## config.mk

```make
export PLATFORM = sky130hd
export DESIGN_NAME = jk_excite_seq_flat
export DESIGN_NICKNAME = d
export VERILOG_FILES = /design/src/rtl/jk_excite_seq_if.sv /design/src/rtl/jk_excite_seq.sv /design/src/flat_wrapper.sv
export SDC_FILE = /design/constraint.sdc
export NUM_CORES = 1
export LEC_CHECK = 0
export ABC_AREA = 1
export CAP_MARGIN = 5
export CELL_PAD_IN_SITES_DETAIL_PLACEMENT = 1
export CELL_PAD_IN_SITES_GLOBAL_PLACEMENT = 2
export CORE_MARGIN = 2
export CORE_UTILIZATION = 36
export DETAILED_ROUTE_END_ITERATION = 8
export DONT_BUFFER_PORTS = 1
export PLACE_DENSITY = 0.76
export REMOVE_ABC_BUFFERS = 1
export SLEW_MARGIN = 10
export SYNTH_ARGS = -nofsm -noshare
export SYNTH_HDL_FRONTEND = slang
export SYNTH_SLANG_ARGS = --single-unit
```

## constraint.sdc

```tcl
create_clock -name clk -period 3.6 [get_ports clk]
set_clock_uncertainty 0.15 [all_clocks]
set_input_delay 0.54 -clock clk [delete_from_list [all_inputs] [get_ports clk]]
set_output_delay 0.54 -clock clk [all_outputs]
set_load 0.05 [all_outputs]
```

## src/rtl/jk_excite_seq_if.sv

```systemverilog
// Load channel of the JK excitation sequencer.
//   load_valid  master -> slave  pattern/repeat_en are valid
//   load_ready  slave -> master  sequencer can accept a pattern
//   pattern     master -> slave  target q sequence, bit 0 applied first
//   repeat_en   master -> slave  loop the pattern until reset
interface jk_excite_seq_if #(
  parameter int unsigned WIDTH = 8
) ();
  logic             load_valid;
  logic             load_ready;
  logic [WIDTH-1:0] pattern;
  logic             repeat_en;

  modport master (
    output load_valid,
    output pattern,
    output repeat_en,
    input  load_ready
  );

  modport slave (
    input  load_valid,
    input  pattern,
    input  repeat_en,
    output load_ready
  );
endinterface

```

## src/rtl/jk_excite_seq.sv

```systemverilog
// Excitation sequencer for a downstream negedge-clocked JK flip-flop.
// Accepts a WIDTH-bit target pattern on the load channel and drives j/k on
// the rising edge so the flip-flop steps through the pattern LSB first,
// while checking the fed-back q against each target bit.
//   clk      rising-edge clock shared with the flip-flop
//   reset    synchronous, active-low
//   ld       load channel (load_valid/load_ready/pattern/repeat_en)
//   q_fb     q of the driven flip-flop
//   j, k     registered excitation
//   busy     high while a pattern is running
//   done     one-cycle pulse at the end of a non-repeating pass
//   err      sticky mismatch flag, cleared at accept
//   err_idx  index of the first mismatching bit
module jk_excite_seq #(
  parameter int unsigned WIDTH       = 8,
  parameter bit          TOGGLE_MODE = 1'b0
) (
  input  logic                       clk,
  input  logic                       reset,
  jk_excite_seq_if.slave             ld,
  input  logic                       q_fb,
  output logic                       j,
  output logic                       k,
  output logic                       busy,
  output logic                       done,
  output logic                       err,
  output logic [$clog2(WIDTH)-1:0]   err_idx
);

  localparam int unsigned IW   = $clog2(WIDTH);
  localparam logic [IW-1:0] LAST = IW'(WIDTH - 1);

  typedef enum logic {IDLE, RUN} state_t;

  state_t           state, state_n;
  logic [IW-1:0]    idx, idx_n;
  logic [WIDTH-1:0] pat, pat_n;
  logic             rep, rep_n;
  logic             rdy;
  logic             j_n, k_n, done_n, err_n;
  logic [IW-1:0]    err_idx_n;

  // {j,k} needed to move q to target t
  function automatic logic [1:0] excite(input logic t, input logic q);
    if (q == t)       return 2'b00;
    else if (TOGGLE_MODE) return 2'b11;
    else              return {t, ~t};
  endfunction

  always_comb begin
    state_n   = state;
    idx_n     = idx;
    pat_n     = pat;
    rep_n     = rep;
    j_n       = 1'b0;
    k_n       = 1'b0;
    done_n    = 1'b0;
    err_n     = err;
    err_idx_n = err_idx;
    case (state)
      IDLE: begin
        if (ld.load_valid && rdy) begin
          pat_n      = ld.pattern;
          rep_n      = ld.repeat_en;
          err_n      = 1'b0;
          err_idx_n  = '0;
          idx_n      = '0;
          {j_n, k_n} = excite(ld.pattern[0], q_fb);
          state_n    = RUN;
        end
      end
      RUN: begin
        if ((q_fb != pat[idx]) && !err) begin
          err_n     = 1'b1;
          err_idx_n = idx;
        end
        if (idx != LAST) begin
          idx_n      = idx + IW'(1);
          {j_n, k_n} = excite(pat[idx_n], q_fb);
        end else if (rep) begin
          idx_n      = '0;
          {j_n, k_n} = excite(pat[0], q_fb);
        end else begin
          idx_n   = '0;
          done_n  = 1'b1;
          state_n = IDLE;
        end
      end
      default: state_n = IDLE;
    endcase
  end

  always_ff @(posedge clk) begin
    if (!reset) begin
      state   <= IDLE;
      idx     <= '0;
      pat     <= '0;
      rep     <= 1'b0;
      rdy     <= 1'b0;
      j       <= 1'b0;
      k       <= 1'b0;
      done    <= 1'b0;
      err     <= 1'b0;
      err_idx <= '0;
    end else begin
      state   <= state_n;
      idx     <= idx_n;
      pat     <= pat_n;
      rep     <= rep_n;
      // Registered so ready stays low until the first edge out of reset and
      // for the hold cycle after done is already covered by state.
      rdy     <= (state_n == IDLE);
      j       <= j_n;
      k       <= k_n;
      done    <= done_n;
      err     <= err_n;
      err_idx <= err_idx_n;
    end
  end

  assign ld.load_ready = rdy;
  assign busy          = (state == RUN);

endmodule
```

## src/flat_wrapper.sv

```systemverilog
// flat-port wrapper written by rule: the top's interface ports become plain ports
module jk_excite_seq_flat 
#(
  parameter int unsigned WIDTH       = 8,
  parameter bit          TOGGLE_MODE = 1'b0
)
  (clk, reset, q_fb, j, k, busy, done, err, err_idx, ld_load_valid, ld_pattern, ld_repeat_en, ld_load_ready);
  jk_excite_seq_if #(.WIDTH(WIDTH)) ld_i ();
  input  logic clk;
  input  logic reset;
  input  logic q_fb;
  output logic j;
  output logic k;
  output logic busy;
  output logic done;
  output logic err;
  output logic [$clog2(WIDTH)-1:0] err_idx;
  input wire logic [$bits(ld_i.load_valid)-1:0] ld_load_valid;
  input wire logic [$bits(ld_i.pattern)-1:0] ld_pattern;
  input wire logic [$bits(ld_i.repeat_en)-1:0] ld_repeat_en;
  output wire logic [$bits(ld_i.load_ready)-1:0] ld_load_ready;
  assign ld_i.load_valid = ld_load_valid;
  assign ld_i.pattern = ld_pattern;
  assign ld_i.repeat_en = ld_repeat_en;
  assign ld_load_ready = ld_i.load_ready;
  jk_excite_seq #(.WIDTH(WIDTH), .TOGGLE_MODE(TOGGLE_MODE)) u_core (.clk(clk), .reset(reset), .ld(ld_i), .q_fb(q_fb), .j(j), .k(k), .busy(busy), .done(done), .err(err), .err_idx(err_idx));
endmodule
```

==> run metrics <==
Min-Delay Path Class in -> reg; Area Growth Syn to Fin 2.83%; Total Wirelength 2240 µm; Root Driver clkbuf_4; CP arrival 2160 ps; sequential-to-total area share from yosys stat between 40% and 50%; TritonCTS Buffers 3; RePlAce Congestion 0.735; max-capacitance violation count 0; VDD IR max between 0.2 and 0.25 mV; drt drc 0; Crit path depth 8; Worst-path clk slew 120 ps; ANT nets after route 0; Final nets 146; status completed; row count 19; CP top delay family flip-flops; Cell Pwr Density 428 nW/µm²; Setup Buffers After CTS 0; f_max 0.485 GHz; Wirelength per Cell 13.9 µm; number of global-route vias before repair approximately 870; Clock Path Buffers 2; kind of critical path reg -> reg; GRT Util Overall 15.8%; Final period util between 50% and 60%; # IOs 22; Req. time, crit path approximately 3700 ps; 1st-iter DRT viols 22; die area 3260 µm²; router iterations before antenna repair 4; Core ar. about 2700 µm²; # hold bufs at CTS 0; worst rel slew slack 53.6%; most used cell, CP nand2_1; Max Slew Vio Count 0; minimum clock period 2060 ps; worst skew pair latency 300 ps; Distinct cells, synth 25; CTS tree done; maximum fanout along the worst path 17; H-tree depth 1; #FFs+latches synth 21; critical path cell sequence ha_1 -> a21oi_1 -> o21ai_0 -> nand3_1 -> nand3_2 -> nand2_1 -> nand2_1 -> a21oi_2; worst path bufs/invs 0; total grt overflow 0; Yosys warnings 0; Setup Viol. Count Final 0; Mapped Avg Cell Area between 7 and 8 µm²; Initial Util 37.5%; CP max stage delay roughly 750 ps; share of cells above drive strength 1 16.9%; worst reg-to-reg path cell count 8; largest net degree at the start of global routing 23; post-layout util 38.6%; P_leak 0.385 nW; Post-DP HPWL 1730 µm; Synth Instances between 100 and 150; routed vias/inst 5.22; Post-Syn Area approximately 1000 µm²; Hold WS roughly 190 ps; Die Span X 57.1 µm; WHS Path Cells 2; initial antenna violation count 0; antenna fix cells 0; IO buf count 0; slowest CP cell dfxtp_1; routed via count 840; Slew @ Worst Pin around 700 ps; CTS resizes 0; first-pass GRT wire length 3990 µm; nature of the critical path endpoint flip-flop; Startpoint Class flip-flop; DIE HEIGHT 57.1 µm; final hold vios 0; RSZ-0062 raised after global routing false; CTS Sinks 21; setup TNS 0 ps
Yosys cell counts:
library cell / n / area share [%]
dfxtp_1: 21 / 41
nand2_1: 19 / 7.0
a21oi_1: 17 / 8.4
inv_1: 11 / 4.1
o21ai_0: 11 / 5.4
nand3_1: 10 / 4.9
nand3_2: 7 / 6.9
nor2_1: 6 / 2.2
inv_2: 4 / 1.5
nand2_2: 3 / 1.8
nand4_1: 3 / 1.8
a21oi_2: 2 / 1.7
buf_2: 2 / 0.99
buf_6: 2 / 2.2
ha_1: 2 / 2.5
o211ai_1: 2 / 1.5
a211oi_1: 1 / 0.74
a31oi_1: 1 / 0.62
clkbuf_1: 1 / 0.37
clkinv_1: 1 / 0.37
inv_4: 1 / 0.62
nand2_4: 1 / 1.1
nand3b_1: 1 / 0.74
nor2_2: 1 / 0.62
o21ai_1: 1 / 0.49
layout make-up:
| class | count | area, µm² |
|---|---|---|
| Fill cell | 349 | 1670 |
| Multi-Input combinational cell | 88 | 493 |
| Sequential cell | 21 | 420 |
| Inverter | 17 | 66.3 |
| Tap cell | 31 | 38.8 |
| Clock buffer | 4 | 26.3 |
sequential cells by signal, indices dropped and copies added, names as in the netlist:
register	cells
u_core.busy	1
u_core.done	1
u_core.err	1
u_core.err_idx	3
u_core.idx	3
u_core.j	1
u_core.k	1
u_core.ld.load_ready	1
u_core.pat	8
u_core.rep	1
placed cells by master, fill, tap and decap left out, types with 2 or more instances in the layout:
master,Yosys,layout
nand2_2,3,3
clkbuf_4,0,3
nor2_1,6,6
a21oi_1,17,17
nand3_2,7,7
inv_1,11,11
a21oi_2,2,2
inv_2,4,4
nand3_1,10,10
ha_1,2,2
nand4_1,3,3
o211ai_1,2,2
nand2_1,19,19
dfxtp_1,21,21
o21ai_0,11,11
metrics by stage:
step	total power [mW]	setup WS (ps)	cells	cell area (µm²)
after floorplan	0.324	1840	126	980
after global placement	0.337	1590	157	1020
after detailed placement	0.339	1560	157	1020
after CTS	0.452	1550	161	1040
after global routing	0.475	1310	161	1040
final	0.447	1540	161	1040
per-layer routing:
metal	up-vias	GRT usage, %	part of all wire [%]
li1	437	-	-
met1	378	18.8	47
met2	21	27.9	47
met3	4	3.63	4.7
met4	0	4.98	1.2
met5	-	0	0
path summary, 6_finish.rpt:
check | endpoint | from | slack (ps)
setup / recovery | u_core.j | u_core.idx[0] | 1540
hold reg to reg | u_core.pat[4] | u_core.pat[4] | 320
hold / removal | u_core.k | q_fb | 190
setup reg to reg | u_core.j | u_core.idx[0] | 1540
power breakdown:
| part | switching [mW] | internal, mW | total, mW |
|---|---|---|---|
| registers | 0.0251 | 0.244 | 0.270 |
| logic | 0.0410 | 0.0223 | 0.0634 |
| clock network | 0.0712 | 0.0431 | 0.114 |
| total | 0.137 | 0.310 | 0.447 |
cells by family after synthesis:
kind of cell	after synthesis	synth area share, %
adders and majority gates	2	2.46
and+or+nand+nor	51	27.2
buffers and inverters	22	10.1
DFF	21	41.4
AOI/OAI and AO/OA	35	18.8
Power figures use the tool's default switching activity.
